`src/rtl/mem_arb_pkg.sv`:
```
// mem_arb_pkg: shared widths, port indices and state encoding for the RAM arbiter
package mem_arb_pkg;
  localparam int ADDR_W    = 8;
  localparam int DATA_W    = 8;
  localparam int PORT_CPU  = 0;
  localparam int PORT_HOST = 1;
  typedef enum logic [1:0] {ST_IDLE, ST_ACCESS, ST_WAIT} state_t;
endpackage

```
`src/rtl/arb_pick.sv`:
```
// arb_pick: two-requester picker with lock filtering and fixed or round-robin tie-break
module arb_pick
  import mem_arb_pkg::*;
(
  input  logic [1:0] i_req,
  input  logic       i_ptr,
  input  logic       i_fixed_prio,
  input  logic       i_lock_owner,
  input  logic       i_lock_valid,
  output logic [1:0] o_win
);
  logic [1:0] w_owner;
  logic [1:0] w_elig;
  logic       w_tie;
  assign w_owner = i_lock_owner ? 2'b10 : 2'b01;
  assign w_elig  = i_lock_valid ? (i_req & w_owner) : i_req;
  assign w_tie   = i_fixed_prio ? 1'(PORT_CPU) : i_ptr;
  assign o_win   = (&w_elig) ? (w_tie ? 2'b10 : 2'b01) : w_elig;
endmodule

```
`src/rtl/mem_arbiter.sv`:
```
// mem_arbiter: serialises two request/grant ports onto one synchronous RAM
module mem_arbiter
  import mem_arb_pkg::*;
#(
  parameter int RAM_LATENCY = 1,
  parameter bit FIXED_PRIO  = 1'b0
) (
  input  logic              i_clk,
  input  logic              i_reset_n,
  input  logic [1:0]        i_req,
  input  logic [1:0]        i_we,
  input  logic [1:0]        i_lock,
  input  logic [ADDR_W-1:0] i_addr0,
  input  logic [ADDR_W-1:0] i_addr1,
  input  logic [DATA_W-1:0] i_wdata0,
  input  logic [DATA_W-1:0] i_wdata1,
  output logic [1:0]        o_gnt,
  output logic [1:0]        o_rvalid,
  output logic [DATA_W-1:0] o_rdata,
  output logic              o_busy,
  output logic [ADDR_W-1:0] o_ram_addr,
  output logic [DATA_W-1:0] o_ram_data,
  output logic              o_ram_wren,
  input  logic [DATA_W-1:0] i_ram_q
);
  state_t     r_state;
  logic       r_ptr;
  logic       r_lock_valid;
  logic       r_lock_owner;
  logic       r_port;
  logic [1:0] r_cnt;
  logic [1:0] w_win;
  logic       w_sel;
  arb_pick u_pick (
    .i_req        (i_req),
    .i_ptr        (r_ptr),
    .i_fixed_prio (FIXED_PRIO),
    .i_lock_owner (r_lock_owner),
    .i_lock_valid (r_lock_valid),
    .o_win        (w_win)
  );
  assign o_gnt  = (i_reset_n && r_state == ST_IDLE) ? w_win : 2'b00;
  assign w_sel  = o_gnt[PORT_HOST];
  assign o_busy = r_state != ST_IDLE;
  // r_ptr names the port that wins the next tie, i.e. the one not granted last
  always_ff @(posedge i_clk or negedge i_reset_n) begin
    if (!i_reset_n) begin
      r_state      <= ST_IDLE;
      r_ptr        <= 1'b0;
      r_lock_valid <= 1'b0;
      r_lock_owner <= 1'b0;
      r_port       <= 1'b0;
      r_cnt        <= 2'd0;
      o_ram_addr   <= '0;
      o_ram_data   <= '0;
      o_ram_wren   <= 1'b0;
      o_rdata      <= '0;
      o_rvalid     <= 2'b00;
    end else begin
      o_rvalid <= 2'b00;
      case (r_state)
        ST_IDLE: if (|o_gnt) begin
          r_state      <= ST_ACCESS;
          r_port       <= w_sel;
          r_ptr        <= ~w_sel;
          r_lock_valid <= i_lock[w_sel];
          r_lock_owner <= w_sel;
          o_ram_addr   <= w_sel ? i_addr1 : i_addr0;
          o_ram_data   <= w_sel ? i_wdata1 : i_wdata0;
          o_ram_wren   <= i_we[w_sel];
        end
        ST_ACCESS: begin
          o_ram_wren <= 1'b0;
          r_cnt      <= 2'(RAM_LATENCY - 1);
          r_state    <= o_ram_wren ? ST_IDLE : ST_WAIT;
        end
        ST_WAIT: if (r_cnt == 2'd0) begin
          r_state  <= ST_IDLE;
          o_rdata  <= i_ram_q;
          o_rvalid <= r_port ? 2'b10 : 2'b01;
        end else begin
          r_cnt <= r_cnt - 2'd1;
        end
        default: r_state <= ST_IDLE;
      endcase
    end
  end
endmodule

```
`config.mk`:
```
export PLATFORM = sky130hd
export DESIGN_NAME = mem_arbiter
export DESIGN_NICKNAME = d
export VERILOG_FILES = /design/src/rtl/mem_arb_pkg.sv /design/src/rtl/arb_pick.sv /design/src/rtl/mem_arbiter.sv
export SDC_FILE = /design/constraint.sdc
export NUM_CORES = 1
export LEC_CHECK = 0
export ABC_CLOCK_PERIOD_IN_PS = 2400
export CAP_MARGIN = 10
export CORE_MARGIN = 3
export CORE_UTILIZATION = 40
export CTS_BUF_LIST = sky130_fd_sc_hd__clkbuf_16
export DETAILED_ROUTE_END_ITERATION = 7
export PLACE_DENSITY = 0.8
export SYNTH_ARGS = -nofsm -noshare
export SYNTH_HDL_FRONTEND = slang
export SYNTH_SLANG_ARGS = --single-unit
```
`constraint.sdc`:
```
create_clock -name i_clk -period 2.4 [get_ports i_clk]
set_input_delay 0.48 -clock i_clk [delete_from_list [all_inputs] [get_ports i_clk]]
set_output_delay 0.48 -clock i_clk [all_outputs]
set_load 0.03 [all_outputs]
```
==> run_results.csv <==
group,metric,value,unit
outcome,status,"completed",
setup_path,path_class,"reg -> out",
setup_path,arrival,1.72,ns
cells_and_area,multi_input_area,609,µm²
route,top_layer,"met4",
clock_tree,cts_sinks,34,
route,firstDrtPassIters,5,
setup_path,crit_end,"o_gnt[0]",
logic_synthesis,synth_nets,179,
grt,antenna_found_initial,0,
route,avgViaCountPerCell,5.16,
clock_tree,cts_made_buffers,5,
route,drc,0,
place,gp_congestion,0.848,
sta,hold_viol,0,
cells_and_area,fin_nets,269,
die,num_rows,22,
grt,grt_overflow,0,
logic_synthesis,yosys.cell_types.count,32,
route,ant_nets,0,
logic_synthesis,synth_commonest_cells,"34 x dfrtp_1, 16 x inv_1, 12 x mux2_2, 12 x o21ai_1, 11 x a22oi_1",
setup_path,rrSetupSlack,0.28,ns
route,drt_iter0_markers,44,
die,pin_count,78,
die,die_h,68.3,µm
logic_synthesis,yosysTopAreaCellShare,54.8,%
route,m1WireLength,1.75,mm
logic_synthesis,yosysMostFrequentCell,"dfrtp_1",
place,placed_cells,258,
sta,finalCritPeriodShare,91.8,%
clock_tree,ctsHoldBuffers,0,
cells_and_area,n_antenna_cell,0,
cells_and_area,seq_area,851,µm²
route,met3_length,313,µm
die,die_w,68.3,µm
setup_path,r2r_start,"r_state[1]",
logic_synthesis,synth_warnings,0,
logic_synthesis,synth_edf_count,0,
sta,fmaxAchievable,454,MHz
grt,grt_pass1_wl,7.02,mm
logic_synthesis,synthArstFlopShare,100,%
grt,grt_pass1_vias,1510,
clock_tree,clk_latency,0.28,ns
sta,fin_ws,0.197,ns
sta,fin_crit,2.20,ns
cells_and_area,layout-drive-gt1-share,17.2,%
clock_tree,cts_tree,"built",
route,routedWlPerCell,16.5,µm
sta,slew_viol_final,0,
cells_and_area,fin_cells,269,
setup_path,endpoint_kind,"output pin",
route,wl_met2,2.30,mm
power,finalPower,3.23,mW
place,dp.final_hpwl,3.30,mm
min_path,hold_path_class,"in -> async",
setup_path,crit_fanout,7,
logic_synthesis,postSynthCellCount,130,
sta,max_slew_margin,69.6,%
logic_synthesis,yosysSeqAreaShare,54.8,%
setup_path,startpoint_type,"flip-flop",
clock_tree,clkSlewWorstSetupHoldPaths,0.06,ns
logic_synthesis,yosysTopAreaCell,"dfrtp_1",
clock_tree,htreeDepth,2,
logic_synthesis,syn_area,1550,µm²
grt,grt_usage,20.8,%
logic_synthesis,ys.flop_type,"dfrtp_1",
setup_path,worst_r2r_endpoint,"o_ram_data[3]",
cells_and_area,syn_to_final_growth,66.5,%
grt,grt_max_degree,35,
clock_tree,cts-root-buf,"clkbuf_16",
sta,max_slew.worst_pin.slew,0.454,ns
die,start_util,42.1,%
cells_and_area,fillerInstances,274,
clock_tree,cts.path.max_buffers,2,
route,routed_wl,4.43,mm
sta,setup_tns,0,ns
logic_synthesis,ys_ff_latch,34,
power,p_leak,1.13,nW
logic_synthesis,synth.area.top_cells,"dfrtp_1 55%, mux2_2 8.7%, mux2_1 5.8%, a22oi_1 5.3%, o21ai_1 3.9%",
die,die_area,4660,µm²
sta,fin_skew,0.00361,ns
sta,rsz0062_at_grt,"false",
setup_path,cp.required,1.92,ns
setup_path,worstSetupStartpoint,"r_state[1]",
logic_synthesis,synth_area_per_cell,11.9,µm²
setup_path,rr_worst_depth,6,
job,maxCapViolCount,0,
die,coreArea,3690,µm²
place,place_ws,-0.259,ns
power,cellPowerDensity,1250,nW/µm²
route,vias,1388,
place,portBuffers,77,
power,vdd_drop_max,0.673,mV
sta,setup-violations-final,0,
## stage by stage
stage | instance area [µm²] | utilization, % | hold slack [ns]
global placement | 2400 | 65.2 | 0.474
finish | 2580 | 70.0 | 0.286
global route | 2580 | 70.0 | 0.334
CTS | 2580 | 70.0 | 0.488
floorplan | 1550 | - | 0.184
detailed placement | 2400 | 65.2 | 0.480
## power by group
group          total (mW)  switching [mW]  internal, mW
Combinational        1.61           0.871         0.744
Sequential           1.00           0.175         0.827
Clock               0.616           0.241         0.375
Total                3.23            1.29          1.95
## per-layer routing
metal,GRT usage [%],up-vias
met4,8.19,0
met1,23.8,691
li1,-,632
met2,35.6,59
met3,6.73,6
met5,0,-
## kinds of logic (layout without fill, tap and decap cells)
group / count (synthesis) / after routing / share of synthesized area [%]
AOI/OAI and AO/OA: 34 / 34 / 14.9
DFF: 34 / 34 / 54.8
buffers and inverters: 23 / 114 / 6.69
muxes: 21 / 21 / 15.2
and+or+nand+nor: 17 / 17 / 7.58
adders and majority gates: 1 / 1 / 0.806
## worst max-delay path, cell delays in order (launching register included)
cell,delay [ns]
dfrtp_1,0.45
or3b_4,0.44
a2111oi_4,0.33
buf_4,0.23
## cell usage in the layout (no fill, tap or decap), types with 3 or more instances in the layout
master and instances:
clkdlybuf4s50_1 74, dfrtp_1 34, inv_1 17, buf_4 13
o21ai_1 12, mux2_2 12, a22oi_1 11, mux2_1 8
clkbuf_16 5, nor2b_1 3, nor2_1 3
## how the worst min path moves through the flow
stage / from / endpoint / slack (ns)
global route: i_reset_n / r_port / 0.33
detailed placement: o_ram_data[3] / o_ram_data[3] / 0.48
finish: i_reset_n / o_ram_data[1] / 0.29
floorplan: i_reset_n / o_ram_addr[0] / 0.18
global placement: o_ram_data[3] / o_ram_data[3] / 0.47
CTS: o_ram_data[3] / o_ram_data[3] / 0.49
## cell type report
class | instances | share of cell area, %
clock buffer | 5 | 4.84
clock inverter | 3 | 0.484
inverter | 17 | 2.47
multi-input combinational | 73 | 23.6
sequential | 34 | 32.9
tap | 48 | 2.32
timing repair buffer | 89 | 33.4
## flip-flops by register name, indices dropped and copies added, names as in the netlist
register	flops
o_ram_wren	1
r_port	1
o_ram_data	8
r_ptr	1
r_state	2
r_lock_valid	1
r_cnt	2
o_ram_addr	8
o_rdata	8
o_rvalid	2
## repair_timing
| action | in CTS | in global routing |
|---|---|---|
| buffers inserted | 3 | 0 |
| endpoints found under the setup margin | 2 | 1 |
| pin swaps | 2 | 1 |
| resized for setup | 2 | 1 |
| gates cloned | 0 | 0 |
Note: power is estimated with default switching activity, not from simulation.
